File: config.mk
export PLATFORM = sky130hd
export DESIGN_NAME = input_mem_sched_flat
export DESIGN_NICKNAME = d
export VERILOG_FILES = /design/src/rtl/input_mem_sched_if.sv /design/src/rtl/input_mem_sched.sv /design/src/flat_wrapper.sv
export SDC_FILE = /design/constraint.sdc
export NUM_CORES = 1
export LEC_CHECK = 0
export ABC_CLOCK_PERIOD_IN_PS = 4200
export CAP_MARGIN = 20
export CORE_MARGIN = 3
export CORE_UTILIZATION = 26
export CTS_CLUSTER_SIZE = 16
export DETAILED_ROUTE_END_ITERATION = 6
export SETUP_SLACK_MARGIN = 0.05
export SLEW_MARGIN = 20
export SYNTH_ARGS = -nofsm -noshare
export SYNTH_HDL_FRONTEND = slang
export SYNTH_SLANG_ARGS = --single-unit
File: constraint.sdc
create_clock -name clk -period 4.2 [get_ports clk]
set_clock_uncertainty 0.05 [all_clocks]
set_input_delay 0.63 -clock clk [delete_from_list [all_inputs] [get_ports clk]]
set_output_delay 0.63 -clock clk [all_outputs]
set_load 0.05 [all_outputs]
File: src/rtl/input_mem_sched_if.sv
// Handshake and status bundle between the ping-pong scheduler and its environment
// (command source, data source, systolic array, and the two bank controllers).
interface input_mem_sched_if #(
  parameter int DATA_WIDTH = 16,
  parameter int TILE_WIDTH = 16
);
  logic                  cmd_valid;
  logic                  cmd_ready;
  logic [TILE_WIDTH-1:0] cmd_num_tiles;
  logic [DATA_WIDTH-1:0] cmd_num_row;
  logic                  src_valid;
  logic                  sa_ready;
  logic [DATA_WIDTH-1:0] num_row;
  logic [1:0]            wr_start;
  logic [1:0]            wr_done;
  logic [1:0]            rd_start;
  logic                  busy;
  logic                  done;
  logic [TILE_WIDTH-1:0] tiles_done;
  logic                  err;

  modport master (
    output cmd_valid, cmd_num_tiles, cmd_num_row, src_valid, sa_ready, wr_done,
    input  cmd_ready, num_row, wr_start, rd_start, busy, done, tiles_done, err
  );

  modport slave (
    input  cmd_valid, cmd_num_tiles, cmd_num_row, src_valid, sa_ready, wr_done,
    output cmd_ready, num_row, wr_start, rd_start, busy, done, tiles_done, err
  );
endinterface

File: src/rtl/input_mem_sched.sv
// Ping-pong tile scheduler: loads tile k+1 into one input bank while the
// systolic array sweeps tile k out of the other, then reports job completion.
module input_mem_sched #(
  parameter int DATA_WIDTH = 16,
  parameter int ACCUM_ROW  = 256,
  parameter int TILE_WIDTH = 16
) (
  input logic               clk,
  input logic               rst,
  input_mem_sched_if.slave  bus
);

  typedef enum logic {S_IDLE, S_RUN} fsm_t;
  typedef enum logic [1:0] {B_EMPTY, B_LOADING, B_FULL, B_READING} bank_t;

  localparam logic [DATA_WIDTH-1:0] ACCUM_ROW_W = DATA_WIDTH'(ACCUM_ROW);
  localparam logic [DATA_WIDTH:0]   ONE_W       = (DATA_WIDTH+1)'(1);

  fsm_t                  state_reg, state_next;
  logic [TILE_WIDTH-1:0] nt_reg;
  logic [TILE_WIDTH-1:0] tiles_issued_reg;
  logic [TILE_WIDTH-1:0] tiles_done_reg;
  logic [DATA_WIDTH-1:0] nr_reg;
  logic [DATA_WIDTH-1:0] nr_clamped;
  logic                  wr_ptr_reg;
  logic                  rd_ptr_reg;
  logic                  rd_active_reg;
  logic [DATA_WIDTH:0]   rd_cnt_reg;
  logic [DATA_WIDTH:0]   rd_len;
  logic                  err_reg;

  logic       cmd_ready_int, busy_int, done_int;
  logic       accept, load_issue, read_issue, rd_finish;
  logic [1:0] bank_empty, bank_full, wr_done_bad;
  logic [1:0] wr_start_int, rd_start_int;

  // ---------------- control FSM ----------------
  always_ff @(posedge clk) begin
    if (rst) state_reg <= S_IDLE;
    else     state_reg <= state_next;
  end

  always_comb begin
    state_next = state_reg;
    case (state_reg)
      S_IDLE: if (accept)   state_next = S_RUN;
      S_RUN:  if (done_int) state_next = S_IDLE;
      default:              state_next = S_IDLE;
    endcase
  end

  always_comb begin
    cmd_ready_int = 1'b0;
    busy_int      = 1'b0;
    done_int      = 1'b0;
    case (state_reg)
      S_IDLE: cmd_ready_int = 1'b1;
      S_RUN: begin
        busy_int = 1'b1;
        // A zero-row job can never make progress, so it finishes straight away.
        done_int = (tiles_done_reg == nt_reg) || (nr_reg == '0);
      end
      default: cmd_ready_int = 1'b0;
    endcase
  end

  // ---------------- issue decisions (registered bank state only) ----------------
  assign accept     = bus.cmd_valid && cmd_ready_int;
  assign nr_clamped = (bus.cmd_num_row > ACCUM_ROW_W) ? ACCUM_ROW_W : bus.cmd_num_row;
  assign rd_len     = {nr_reg, 1'b0} - ONE_W;
  assign rd_finish  = rd_active_reg && (rd_cnt_reg == ONE_W);

  assign load_issue = (state_reg == S_RUN) && (nr_reg != '0) &&
                      (tiles_issued_reg < nt_reg) && bank_empty[wr_ptr_reg] && bus.src_valid;
  assign read_issue = (state_reg == S_RUN) && bank_full[rd_ptr_reg] &&
                      bus.sa_ready && !rd_active_reg;

  assign wr_start_int = load_issue ? (2'b01 << wr_ptr_reg) : 2'b00;
  assign rd_start_int = read_issue ? (2'b01 << rd_ptr_reg) : 2'b00;

  // ---------------- per-bank state ----------------
  genvar gi;
  generate
    for (gi = 0; gi < 2; gi++) begin : g_bank
      localparam logic BANK_ID = 1'(gi);
      bank_t bank_reg, bank_next;

      always_ff @(posedge clk) begin
        if (rst) bank_reg <= B_EMPTY;
        else     bank_reg <= bank_next;
      end

      // Each event needs a distinct current state, so at most one can apply per cycle.
      always_comb begin
        bank_next = bank_reg;
        if (wr_start_int[gi])
          bank_next = B_LOADING;
        else if (bus.wr_done[gi] && (bank_reg == B_LOADING))
          bank_next = B_FULL;
        else if (rd_start_int[gi])
          bank_next = B_READING;
        else if (rd_finish && (rd_ptr_reg == BANK_ID))
          bank_next = B_EMPTY;
      end

      assign bank_empty[gi]  = (bank_reg == B_EMPTY);
      assign bank_full[gi]   = (bank_reg == B_FULL);
      assign wr_done_bad[gi] = bus.wr_done[gi] && (bank_reg != B_LOADING);
    end
  endgenerate

  // ---------------- job datapath ----------------
  always_ff @(posedge clk) begin
    if (rst) begin
      nt_reg           <= '0;
      nr_reg           <= '0;
      tiles_issued_reg <= '0;
      tiles_done_reg   <= '0;
      wr_ptr_reg       <= 1'b0;
      rd_ptr_reg       <= 1'b0;
      rd_active_reg    <= 1'b0;
      rd_cnt_reg       <= '0;
      err_reg          <= 1'b0;
    end else if (accept) begin
      nt_reg           <= bus.cmd_num_tiles;
      nr_reg           <= nr_clamped;
      tiles_issued_reg <= '0;
      tiles_done_reg   <= '0;
      wr_ptr_reg       <= 1'b0;
      rd_ptr_reg       <= 1'b0;
      rd_active_reg    <= 1'b0;
      rd_cnt_reg       <= '0;
      err_reg          <= (nr_clamped == '0) || (|wr_done_bad);
    end else begin
      if (|wr_done_bad)
        err_reg <= 1'b1;
      if (load_issue) begin
        wr_ptr_reg       <= ~wr_ptr_reg;
        tiles_issued_reg <= tiles_issued_reg + 1'b1;
      end
      // The sweep counter is busy from issue until the edge where it reaches zero.
      if (read_issue) begin
        rd_active_reg <= 1'b1;
        rd_cnt_reg    <= rd_len;
      end else if (rd_active_reg) begin
        rd_cnt_reg <= rd_cnt_reg - ONE_W;
        if (rd_finish) begin
          rd_active_reg  <= 1'b0;
          rd_ptr_reg     <= ~rd_ptr_reg;
          tiles_done_reg <= tiles_done_reg + 1'b1;
        end
      end
    end
  end

  // ---------------- outputs ----------------
  assign bus.cmd_ready  = cmd_ready_int;
  assign bus.busy       = busy_int;
  assign bus.done       = done_int;
  assign bus.wr_start   = wr_start_int;
  assign bus.rd_start   = rd_start_int;
  assign bus.num_row    = nr_reg;
  assign bus.tiles_done = tiles_done_reg;
  assign bus.err        = err_reg;

endmodule
File: src/flat_wrapper.sv
// flat-port wrapper written by rule: the top's interface ports become plain ports
module input_mem_sched_flat 
#(
  parameter int DATA_WIDTH = 16,
  parameter int ACCUM_ROW  = 256,
  parameter int TILE_WIDTH = 16
)
  (clk, rst, bus_cmd_valid, bus_cmd_num_tiles, bus_cmd_num_row, bus_src_valid, bus_sa_ready, bus_wr_done, bus_cmd_ready, bus_num_row, bus_wr_start, bus_rd_start, bus_busy, bus_done, bus_tiles_done, bus_err);
  input_mem_sched_if #(.DATA_WIDTH(DATA_WIDTH), .TILE_WIDTH(TILE_WIDTH)) bus_i ();
  input logic clk;
  input logic rst;
  input wire logic [$bits(bus_i.cmd_valid)-1:0] bus_cmd_valid;
  input wire logic [$bits(bus_i.cmd_num_tiles)-1:0] bus_cmd_num_tiles;
  input wire logic [$bits(bus_i.cmd_num_row)-1:0] bus_cmd_num_row;
  input wire logic [$bits(bus_i.src_valid)-1:0] bus_src_valid;
  input wire logic [$bits(bus_i.sa_ready)-1:0] bus_sa_ready;
  input wire logic [$bits(bus_i.wr_done)-1:0] bus_wr_done;
  output wire logic [$bits(bus_i.cmd_ready)-1:0] bus_cmd_ready;
  output wire logic [$bits(bus_i.num_row)-1:0] bus_num_row;
  output wire logic [$bits(bus_i.wr_start)-1:0] bus_wr_start;
  output wire logic [$bits(bus_i.rd_start)-1:0] bus_rd_start;
  output wire logic [$bits(bus_i.busy)-1:0] bus_busy;
  output wire logic [$bits(bus_i.done)-1:0] bus_done;
  output wire logic [$bits(bus_i.tiles_done)-1:0] bus_tiles_done;
  output wire logic [$bits(bus_i.err)-1:0] bus_err;
  assign bus_i.cmd_valid = bus_cmd_valid;
  assign bus_i.cmd_num_tiles = bus_cmd_num_tiles;
  assign bus_i.cmd_num_row = bus_cmd_num_row;
  assign bus_i.src_valid = bus_src_valid;
  assign bus_i.sa_ready = bus_sa_ready;
  assign bus_i.wr_done = bus_wr_done;
  assign bus_cmd_ready = bus_i.cmd_ready;
  assign bus_num_row = bus_i.num_row;
  assign bus_wr_start = bus_i.wr_start;
  assign bus_rd_start = bus_i.rd_start;
  assign bus_busy = bus_i.busy;
  assign bus_done = bus_i.done;
  assign bus_tiles_done = bus_i.tiles_done;
  assign bus_err = bus_i.err;
  input_mem_sched #(.DATA_WIDTH(DATA_WIDTH), .ACCUM_ROW(ACCUM_ROW), .TILE_WIDTH(TILE_WIDTH)) u_core (.clk(clk), .rst(rst), .bus(bus_i));
endmodule
### After elaboration in Yosys (flattened, before gate mapping)

Index checks and enable logic that the tools add are counted.

* bits of input ports: 39
* register bits after elaboration: 90
* output and inout bits: 40
* word-level logic and storage cells: 98

* reduce and logical (&&, ||, !) cells: 34
* bitwise logic cells: 4
* shifts and indexed selects: 2
* equality and inequality tests: 8
* order comparisons: 4
* add/subtract/negate cells: 4
* mux-type cells: 28

Operator list (number)
* $mux 17: 2
* $sub 17x1->17 const B: 2
* $add 16x1->16 const B: 2
* $logic_not 16->1: 2
* $eq 17x1->1 const B: 1
* $eq 16x16->1: 1
* $gt 16x9->1 const B: 1
* $lt 16x16->1: 1
* $mux 1: 16
* $mux 16: 1
* $mux 2: 8
* $reduce_bool 16->1: 1
* $logic_and 1x1->1: 15
* $reduce_bool 4->1: 2
* $reduce_or 2->1: 4
* $reduce_bool 3->1: 2
* $eq 2x1->1 const B: 2
* $eq 2x2->1 const B: 2
* $logic_not 2->1: 2
* $lt 1x2->1 const B: 2
* $ne 2x1->1 const B: 2
* $not 1->1: 4
* $reduce_bool 2->1: 2
* $shl 1x1->2 const A: 2
* other kinds (4): 5

### Depth between registers and ports, before layout

Gate-level depths: netlist of run 1.

* word-level depth: 10
* gate-level depth with buffers: 10
* mapped depth without buffers: 8

### Least setup slack after synthesis of run 1

Ideal clock, no wire load.

* path kind: reg-to-output
* start point: register u_core.nr_reg[0], in the netlist u_core.bus.num_row[0]
* end point: output port bus_wr_start[0]
* data arrival time: 3.443 ns
* path slack: 0.077 ns
* data required time: 3.520 ns
* buffers on the path: 2
* stages on the path, launching flop included: 10
* cell sequence: dfxtp_1 -> inv_1 -> ha_1 -> nor3b_1 -> and4_1 -> a2111oi_0 -> o21ai_0 -> clkbuf_1 -> clkbuf_1 -> nor3_1

* cells in the longest elaborated chain, start to end: 6

Ends and longest elaborated chain
* start: declaration: line input_mem_sched.sv:23 `logic [DATA_WIDTH-1:0] nr_reg;`
* start signal: assignment: line input_mem_sched.sv:126 `nr_reg <= nr_clamped;`
* $reduce_bool 16->1: line input_mem_sched.sv:73 `assign load_issue = (state_reg == S_RUN) && (nr_reg != '0) &&`
* $logic_and 1x1->1 (2 in a row): line input_mem_sched.sv:73
* $logic_and 1x1->1 (2 in a row): line input_mem_sched.sv:74 `(tiles_issued_reg < nt_reg) && bank_empty[wr_ptr_reg] && bus.src_valid;`
* $mux 2: line input_mem_sched.sv:78 `assign wr_start_int = load_issue ? (2'b01 << wr_ptr_reg) : 2'b00;`
* end: declaration: line flat_wrapper.sv:20 `output wire logic [$bits(bus_i.wr_start)-1:0] bus_wr_start;`

Every way passes these cells.

### Worst setup path in the final report of run 1

* start point: register u_core.nt_reg[13]
* end point: output port bus_wr_start[1]

* cells in the longest elaborated chain, start to end: 5

Ends and longest elaborated chain
* start: declaration: line input_mem_sched.sv:20 `logic [TILE_WIDTH-1:0] nt_reg;`
* start signal: assignment: line input_mem_sched.sv:125 `nt_reg <= bus.cmd_num_tiles;`
* $lt 16x16->1: line input_mem_sched.sv:74
* $logic_and 1x1->1: line input_mem_sched.sv:73
* $logic_and 1x1->1 (2 in a row): line input_mem_sched.sv:74
* $mux 2: line input_mem_sched.sv:78

Every way passes these cells.

==> metrics.md, run 1 <==
| Metric | Value |
|---|---|
| Hold depth | `2` |
| Dpl hpwl | `10200 um` |
| Net Count, Synth | `646` |
| Element type at the critical path end | `output port` |
| TritonCTS clock tree | `done` |
| Post-synth cell types | `49` |
| WHS Endpoint | `u_core.nt_reg[6]$_SDFFE_PP0P_` |
| Total CTS buffers | `9` |
| Ys flop type | `dfxtp_1` |
| CTS H-tree lvls | `3` |
| Number of fill cells in the layout | `1853` |
| RSZ-0062 raised after global routing | `false` |
| Final min period | `3.92 ns` |
| Mean Syn Cell Area | `8.02 um2` |
| Via density | `4.97` |
| Reg2Reg Depth | `9` |
| Seq/Total Area, Yosys | `38.3%` |
| Largest buffer count on any clock path | `2` |
| First-pass GRT wire length | `22300 um` |
| Highest net fanout along the worst path | `6` |
| FF+latch count, synth | `90` |
| Final setup violation count | `0` |
| Max_cap viols | `0` |
| FF-to-FF Start | `u_core.nt_reg[13]$_SDFFE_PP0P_` |
| Least-Margin Pin Slew | `0.876 ns` |
| Reg2Reg Setup Slack | `1.38 ns` |
| Core area | `17500 um2` |
| Commonest cells after routing, fill and taps aside | `90 x dfxtp_1, 76 x clkdlybuf4s50_1, 74 x nand2_1` |
| Post-DR wirelength/cell | `15.0 um` |
| Clock Sinks | `90` |
| Hold_sp | `u_core.nt_reg[6]$_SDFFE_PP0P_` |
| Clk_lat worst skew | `0.35 ns` |
| Router iterations before antenna repair | `4` |
| Static leakage | `2.09 nW` |
| Cell Area, Synth | `4710 um2` |
| Tot GR Track Use | `13.9%` |
| Share of post-route cells with drive strength above 1 | `4.96%` |
| Max Transition Viols Final | `0` |
| Post-synth EDFFs | `0` |
| GPL Wtd Cong | `0.823` |
| Req. time, crit path | `3.52 ns` |
| Mapped Cells | `587` |
| Drt drc | `0` |
| Outcome | `finished clean` |
| Crit path arrival time | `3.24 ns` |
| Clock-pin slew on the worst setup and hold paths | `0.07 ns` |
| Crit share post-route | `93.3%` |
| Die footprint | `19800 um2` |
| Layout area overhead | `28.2%` |
| Pin count of the biggest net entering global routing | `35` |
| Maximum VDD drop | `0.000227 V` |
| Congestion Overflow GR | `0` |
| Final net count | `719` |
| Reg-to-reg endpoint | `u_core.tiles_issued_reg[9]$_SDFFE_PP0N_` |
| Hold WC Path Type | `flip-flop to flip-flop` |
| Initial antenna violation count | `0` |
| Rel. slew slack | `41.3%` |
| Final wirelength | `13400 um` |
| Critical path class | `flip-flop to output port` |
| Commonest non-fill, non-tap cell in the layout | `dfxtp_1` |
| Number of post-CTS setup repair buffers | `0` |
| Diodes inserted | `0` |
| Chip width | `141 um` |
| Setup TNS | `0 ns` |
| Final core occ | `34.4%` |
| PD cells | `310 nW/um2` |
| Max reg flops | `17` |
| CP Launch Type | `flip-flop` |
| Starting Density | `26.8%` |
| Number of top-level pins | `79` |
| Die height | `141 um` |
| Root Buffer | `clkbuf_16` |
| PortBufs | `78` |
| Antenna Nets Post-Route | `0` |
| Rows | `48` |
| Synth async-reset ratio | `0%` |
| Number of global-route vias before repair | `4307` |
| Final Hold Fails | `0` |
| Vias post-DR | `4422` |
| Iter 0 DRT Violations | `287` |
| FMAX | `0.255 GHz` |
| Yosys Warn Count | `0` |
-- timing repair --
item / CTS / global route
gates resized for setup: 0 / 1
setup endpoints to repair: 0 / 1
hold buffers: 0 / 0
-- Yosys cell counts, drive strengths merged, types with 2 or more instances --
cell type	count	area (um2)
a21oi	55	275
nor2b	2	12.5
nor3b	2	15.0
a22o	5	43.8
xnor2	29	254
or4	17	128
inv	28	105
o31ai	12	90.1
clkbuf	18	68.8
a221oi	2	17.5
a31oi	3	18.8
and2	11	68.8
o211ai	4	30.0
or3	9	56.3
nand3b	5	37.5
a211oi	4	30.0
and3	8	50.1
nand4	15	93.8
nand2b	2	12.5
o21ai	18	90.1
nor4	16	106
a31o	2	17.5
o21a	3	22.5
dfxtp	90	1800
and4	3	26.3
a21o	3	22.5
nand2	74	278
or2	2	12.5
buf	6	32.5
a2111oi	4	35.0
ha	20	250
nor2	52	195
nand3	18	90.1
nor3	21	105
xor2	14	123
-- worst max-delay path, cell delays in order, from the launching register on --
cell and delay [ns]:
dfxtp_1 0.37, inv_1 0.07, ha_1 0.28, a21o_1 0.15, a21o_1 0.17, a2111oi_1 0.50, o21a_1 0.32, nand3_1 0.14
inv_1 0.07, clkdlybuf4s50_1 0.82
-- routing by layer --
metal  GRT usage [%]  vias to the layer above  wire [um]
li1                -                     2253          -
met1            19.1                     2051       6510
met2            21.6                      110       5950
met3            4.30                        8        858
met4            2.65                        0         60
met5               0                        -          0
-- cell families after synthesis --
family / synth area share, %
buffers and inverters: 4.39
XOR/XNOR: 8.00
AO/OA/AOI/OAI: 15.8
adder cells (fa/ha/maj): 5.32
multiplexers: 0.452
flip-flops: 38.3
AND/OR/NAND/NOR: 27.7
-- where the power goes --
group	internal (mW)	leakage, nW	switching, mW
Sequential	0.867	0.728	0.0164
Clock	0.454	0.142	0.343
Combinational	0.0820	1.22	0.107
Total	1.40	2.09	0.466
-- worst max path at each step --
| stage | from | endpoint |
|---|---|---|
| final | u_core.nt_reg[13]$_SDFFE_PP0P_ | bus_wr_start[1] |
| after global routing | u_core.nt_reg[13]$_SDFFE_PP0P_ | bus_wr_start[1] |
| after CTS | u_core.nt_reg[13]$_SDFFE_PP0P_ | bus_wr_start[1] |
| after detailed placement | bus_src_valid | bus_wr_start[1] |
| after global placement | bus_src_valid | bus_wr_start[1] |
| after floorplan | u_core.bus.num_row[0]$_SDFFE_PP0P_ | bus_wr_start[0] |
-- metrics by stage --
stage,hold slack (ns),cells,power [mW],cell area (um2),worst slack (ns)
finish,0.434,890,1.87,6040,0.283
global route,0.461,890,1.95,6040,0.0622
CTS,0.437,890,1.89,6030,0.178
detailed placement,0.428,874,1.09,5740,0.492
global placement,0.422,873,1.09,5730,0.509
floorplan,0.407,587,1.00,4710,0.0773
-- final cells by class --
type                       instances  area (um2)  area share (%)
clock buffer                      12         267            4.42
clock inverter                     4        32.5           0.539
inverter                          28         105            1.74
multi-input combinational        445        2700            44.7
sequential                        90        1800            29.9
tap                              225         282            4.66
timing repair buffer              86         848            14.1
Note: power is estimated with default switching activity, not from simulation.
==> run 2: changes to the inputs <==
--- a/config.mk
+++ b/config.mk
@@ -9,6 +9,7 @@
 export CAP_MARGIN = 20
 export CORE_MARGIN = 3
 export CORE_UTILIZATION = 26
+export CTS_CLUSTER_DIAMETER = 100
 export CTS_CLUSTER_SIZE = 16
 export DETAILED_ROUTE_END_ITERATION = 6
 export SETUP_SLACK_MARGIN = 0.05
==> results of run 2 <==
No change in the layout: final DEF, timing and power equal those of run 1.
==> run 3: changes to the inputs <==
--- a/config.mk
+++ b/config.mk
@@ -10,10 +10,10 @@
 export CORE_MARGIN = 3
 export CORE_UTILIZATION = 26
 export CTS_CLUSTER_DIAMETER = 100
-export CTS_CLUSTER_SIZE = 16
+export CTS_CLUSTER_SIZE = 10
 export DETAILED_ROUTE_END_ITERATION = 6
 export SETUP_SLACK_MARGIN = 0.05
-export SLEW_MARGIN = 20
+export SLEW_MARGIN = 10
 export SYNTH_ARGS = -nofsm -noshare
 export SYNTH_HDL_FRONTEND = slang
 export SYNTH_SLANG_ARGS = --single-unit
==> results of run 3 <==
No change in the layout: final DEF, timing and power equal those of run 1.
==> RTL change 1: new RTL, settings of run 1 <==
`DATA_WIDTH` is set to 16 in 3 places; all go to 32.
--- a/src/rtl/input_mem_sched_if.sv
+++ b/src/rtl/input_mem_sched_if.sv
@@ -2,5 +2,5 @@
 // (command source, data source, systolic array, and the two bank controllers).
 interface input_mem_sched_if #(
-  parameter int DATA_WIDTH = 16,
+  parameter int DATA_WIDTH = 32,
   parameter int TILE_WIDTH = 16
 );
--- a/src/rtl/input_mem_sched.sv
+++ b/src/rtl/input_mem_sched.sv
@@ -2,5 +2,5 @@
 // systolic array sweeps tile k out of the other, then reports job completion.
 module input_mem_sched #(
-  parameter int DATA_WIDTH = 16,
+  parameter int DATA_WIDTH = 32,
   parameter int ACCUM_ROW  = 256,
   parameter int TILE_WIDTH = 16
--- a/src/flat_wrapper.sv
+++ b/src/flat_wrapper.sv
@@ -2,5 +2,5 @@
 module input_mem_sched_flat 
 #(
-  parameter int DATA_WIDTH = 16,
+  parameter int DATA_WIDTH = 32,
   parameter int ACCUM_ROW  = 256,
   parameter int TILE_WIDTH = 16
Interface: changed (resized bus_cmd_num_row and bus_num_row); port bits go from 79 to 111. No check against the original RTL was run, so the function may have changed too.
==> RTL change 1 against run 1 <==
- sequential power up 35%
- cell area up 42%
- via count up 41%
- routed wire length up 46%
- first-iteration DRC count up 28%
- sequential cell count up 32
- worst setup slack worse by 0.068 ns
- clock power up 86%
- synthesized area up 38%
- hold slack worse by 0.030 ns
- total power up 56%
- highest routed layer unchanged
==> RTL change 1: results (changes against run 1) <==
[critical_path]
critPathMaxStageDelay_ns = 0.65  ; was 0.82 ns
critical-path-top-delay-family = simple AND/OR/NAND/NOR gates  ; was compound AO/OA/AOI/OAI gates
critPathLaunch = u_core.bus.num_row[16]  ; was u_core.nt_reg[13]
arrival_ns = 3.31  ; was 3.24 ns
crit_fanout = 9  ; was 6
rr_worst_depth = 6  ; was 9
rr_startpoint = u_core.rd_cnt_reg[4]  ; was u_core.nt_reg[13]
worst-r2r-setup-slack_ns = 1.17  ; was 1.38 ns
cp_slowest_cell = or4_1  ; was clkdlybuf4s50_1
reg2reg_to = u_core.bus.tiles_done[10]  ; was u_core.tiles_issued_reg[9]

[global_route]
antenna_found_initial = 0  ; unchanged
grt_pass1_vias = 6022  ; was 4307
track_usage = 0.145  ; was 0.139
grt_max_degree = 37  ; was 35
grt_pass1_wl_mm = 31.3  ; was 22.3 mm
grt_util_met3 = 0.0371  ; was 0.0430
grt_use_met2 = 0.231  ; was 0.216
grtUsageMet1 = 0.195  ; was 0.191

[clock_network]
clockRootBuffer = clkbuf_16  ; unchanged
clkLatencyLatePin_ns = 0.43  ; was 0.35 ns
cts_buffers = 17  ; was 9
post_cts_buffers = 0  ; unchanged
cts_max_level = 4  ; was 3

[place]
dpl.hpwl_mm = 14.4  ; was 10.2 mm
place_congestion = 0.813  ; was 0.823
io_buffers = 110  ; was 78
placed_area_um2 = 7970  ; was 5740 um^2
pre_cts_ws_ns = 0.646  ; was 0.492 ns

[min_path]
worstHoldStart = u_core.rd_cnt_reg[15]  ; was u_core.nt_reg[6]
min_path_type = reg2reg  ; unchanged
min_to = u_core.rd_cnt_reg[15]  ; was u_core.nt_reg[6]

[synthesis]
synth_sequential_area_ratio = 0.375  ; was 0.383
syn_inst = 797  ; was 587
ys_types = 65  ; was 49
async_reset_ff_frac = 0  ; unchanged
synth_nets = 872  ; was 646
synth_area_leaders = dfxtp_1, xor2_1, nand2_1  ; was dfxtp_1, nand2_1, a21oi_1
synthTopCellsByCount = dfxtp_1, nand2_1, nor2_1  ; was dfxtp_1, nand2_1, a21oi_1
ys_warn_count = 0  ; unchanged

[detailed_routing]
wl_mm = 19.5  ; was 13.4 mm
dr_wl_met2_mm = 9.05  ; was 5.95 mm
detail-route-antenna-nets = 0  ; unchanged
dr.max_layer_used = met4  ; unchanged
wl_met3_mm = 1.25  ; was 858 um
drt_iter0_drc = 368  ; was 287
firstDrtPassIters = 5  ; was 4
wl_met1_mm = 8.99  ; was 6.51 mm
avgViaCountPerCell = 5.01  ; was 4.97

[final_layout]
fin_cells = 1241  ; was 890
largest_reg_flops = 33  ; was 17
n_fill_cell = 2591  ; was 1853
drive_gt1_frac = 0.0992  ; was 0.0496
nNetsFinal = 979  ; was 719

[run_status]
status = completed  ; unchanged

[sta]
holdWs_ns = 0.404  ; was 0.434 ns
slew_headroom = 0.444  ; was 0.413
min_period_ns = 3.99  ; was 3.92 ns

[power_and_ir_drop]
p_leak_uw = 0.00323  ; was 0.00209 uW
max-vdd-ir-drop_uv = 205  ; was 227 uV

==> RTL change 1: cell types whose count changed after synthesis, moves of 11 or more <==
cell and delta:
nor2_1 +13, dfxtp_1 +32, and2_1 +16, xor2_1 +36, nand4_1 +12, or4_1 -12
clkbuf_1 +11, xnor2_1 -13
==> RTL change 1: kinds of logic after synthesis <==
family | share of synthesized area
AND/OR/NAND/NOR | 0.293
AO/OA/AOI/OAI | 0.161
flip-flops | 0.375
buffers and inverters | 0.0436
XOR/XNOR | 0.0887
adder cells (fa/ha/maj) | 0.0384
==> RTL change 1: cell type report <==
type	instances	area [um^2]	share of cell area
multi-input cells	608	3790	0.443
flip-flops and latches	122	2440	0.285
repair buffers	124	1210	0.141
clock buffers	19	453	0.0529
well taps	324	405	0.0473
clock inverters	13	145	0.0169
inverters	31	116	0.0136
==> RTL change 1: where the power goes <==
| group | switching [uW] | internal [uW] |
|---|---|---|
| Clock | 570 | 906 |
| Combinational | 140 | 107 |
| Sequential | 16.4 | 1170 |
| Total | 726 | 2180 |
==> RTL change 2: new RTL, config.mk and constraints of run 1 <==
Without the edit above. Re-encode `bank_t` (4 values) as one-hot, 4 bits wide.
--- a/src/rtl/input_mem_sched.sv
+++ b/src/rtl/input_mem_sched.sv
@@ -12,5 +12,5 @@
 
   typedef enum logic {S_IDLE, S_RUN} fsm_t;
-  typedef enum logic [1:0] {B_EMPTY, B_LOADING, B_FULL, B_READING} bank_t;
+  typedef enum logic [3:0] {B_EMPTY = 4'b0001, B_LOADING = 4'b0010, B_FULL = 4'b0100, B_READING = 4'b1000} bank_t;
 
   localparam logic [DATA_WIDTH-1:0] ACCUM_ROW_W = DATA_WIDTH'(ACCUM_ROW);
Check against the original RTL: no difference found for any inputs over 4 cycles, from zero or initial values and one cycle with rst high; so few cycles prove little.
==> RTL change 2 against run 1 <==
- fmax up 4.7%
- largest power group unchanged
- cell area up 4.0%
- sequential share of layout area increased by 0.13 points
- total power grew 0.32%
- worst setup slack gained 0.18 ns
- synthesized area up 5.3%
- routed wire length is 3.2% higher
- critical path type unchanged
- hold slack worse by 0.0048 ns
- sequential cell count up 4
==> RTL change 2: results (changes against run 1) <==
[critical_path]
critical-path-top-delay-family = compound AO/OA/AOI/OAI gates  ; unchanged
crit_fanout = 6  ; unchanged
cp_slowest_cell = a211oi_1  ; was clkdlybuf4s50_1
cp-start-kind = register  ; unchanged
crit_path_end = bus_wr_start[0]  ; was bus_wr_start[1]
rr_startpoint = u_core.nt_reg[6]  ; was u_core.nt_reg[13]
rr_worst_depth = 9  ; unchanged
worst-r2r-setup-slack_ns = 1.29  ; was 1.38 ns
critPathMaxStageDelay_ns = 0.62  ; was 0.82 ns
reg2reg_to = u_core.tiles_issued_reg[2]  ; was u_core.tiles_issued_reg[9]
arrival_ns = 3.06  ; was 3.24 ns

[synthesis]
synthTopCellsByCount = dfxtp_1, nand2_1, a21oi_1  ; unchanged
ys.flop_type = dfxtp_1  ; unchanged
synth_nets = 655  ; was 646
ys_warn_count = 0  ; unchanged
synth_area_leaders = dfxtp_1, a21oi_1, nand2_1  ; was dfxtp_1, nand2_1, a21oi_1
async_reset_ff_frac = 0  ; unchanged
synth_sequential_area_ratio = 0.380  ; was 0.383
ys_types = 60  ; was 49

[place]
dpl.hpwl_mm = 10.5  ; was 10.2 mm
io_buffers = 78  ; unchanged
place_congestion = 0.775  ; was 0.823
placed_area_um2 = 6010  ; was 5740 um^2

[global_route]
grt_use_met2 = 0.213  ; was 0.216
track_usage = 0.135  ; was 0.139
grt_pass1_wl_mm = 22.1  ; was 22.3 mm
grt_max_degree = 38  ; was 35
grt_pass1_vias = 4147  ; was 4307
grtUsageMet1 = 0.190  ; was 0.191
grt_util_met3 = 0.0278  ; was 0.0430

[detailed_routing]
drt_iter0_drc = 260  ; was 287
wl_per_cell_um = 15.3  ; was 15.0 um
dr_wl_met2_mm = 6.39  ; was 5.95 mm
wl_met1_mm = 6.71  ; was 6.51 mm
dr_total_vias = 4461  ; was 4422
firstDrtPassIters = 5  ; was 4
wl_met3_um = 563  ; was 858 um
dr.max_layer_used = met4  ; unchanged
drc_errors = 0  ; unchanged

[final_layout]
nNetsFinal = 729  ; was 719
diodes = 0  ; unchanged
drive_gt1_frac = 0.0623  ; was 0.0496
largest_reg_flops = 17  ; unchanged

[power_and_ir_drop]
p_leak_uw = 0.00239  ; was 0.00209 uW
max-vdd-ir-drop_uv = 201  ; was 227 uV
p_sw_uw = 488  ; was 466 uW

[clock_network]
cts_max_level = 3  ; unchanged
path_clk_slew_ns = 0.07  ; about the same
post_cts_resized = 0  ; unchanged
clkLatencyLatePin_ns = 0.35  ; about the same
post_cts_buffers = 0  ; unchanged
cts_buffers = 9  ; unchanged

[min_path]
min_path_type = reg2reg  ; unchanged

[sta]
slew_headroom = 0.450  ; was 0.413

[run_status]
status = completed  ; unchanged

[RTL change 2: cell types whose count changed after synthesis, moves of 6 or more]
| cell | delta |
|---|---|
| xnor2_1 | -18 |
| xor2_1 | +15 |
| or4_1 | -14 |
| o31ai_1 | -10 |
| and3_1 | +8 |
| inv_1 | +7 |
| nand4_1 | -6 |
[RTL change 2: layout make-up]
class	instances	area (um^2)
clock buffers	9	225
clock inverters	6	46.3
fillers	1878	12100
inverters	35	131
multi-input cells	444	2850
flip-flops and latches	94	1880
well taps	229	287
repair buffers	86	861
[RTL change 2: power groups by stage]
stage / clock (uW) / combinational (uW) / sequential [uW]
3_5_place_dp: 0 / 192 / 940
4_1_cts: 792 / 193 / 919
6_report: 765 / 191 / 919
3_3_place_gp: 0 / 192 / 939
2_1_floorplan: 0 / 100 / 944
5_1_grt: 827 / 210 / 921
[RTL change 2: kinds of logic (layout without fill, tap and decap cells)]
| group | Yosys count | after routing | synth area share |
|---|---|---|---|
| muxes | 6 | 6 | 0.0124 |
| and+or+nand+nor | 245 | 245 | 0.257 |
| adders and majority gates | 20 | 20 | 0.0505 |
| AOI/OAI and AO/OA | 133 | 133 | 0.183 |
| buffers and inverters | 58 | 136 | 0.0465 |
| xor gates and xnor gates | 40 | 40 | 0.0707 |
| DFF | 94 | 94 | 0.380 |
[RTL change 2: tightest hold or removal path: stages (launching register included)]
cell and delay (ns):
dfxtp_1 0.32, nand3_1 0.06, a21oi_1 0.05
[RTL change 2: metrics by stage]
step	setup WS (ns)	utilization	hold slack (ns)	std cells
floorplan	1.09	-	0.400	596
global placement	0.908	0.328	0.416	888
detailed placement	0.893	0.328	0.422	888
CTS	0.497	0.342	0.434	903
global route	0.270	0.342	0.462	903
finish	0.459	0.342	0.429	903
[RTL change 2: how the worst min path moves through the flow]
stage | start | slack [ns] | depth (start not counted) | endpoint
4_1_cts | u_core.rd_cnt_reg[16] | 0.43 | 2 | u_core.rd_cnt_reg[16]
5_1_grt | u_core.nt_reg[3] | 0.46 | 2 | u_core.nt_reg[3]
3_5_place_dp | u_core.rd_cnt_reg[16] | 0.42 | 2 | u_core.rd_cnt_reg[16]
6_report | u_core.rd_cnt_reg[16] | 0.43 | 2 | u_core.rd_cnt_reg[16]
3_3_place_gp | u_core.rd_cnt_reg[11] | 0.42 | 1 | u_core.rd_cnt_reg[11]
2_1_floorplan | u_core.rd_cnt_reg[11] | 0.40 | 1 | u_core.rd_cnt_reg[11]
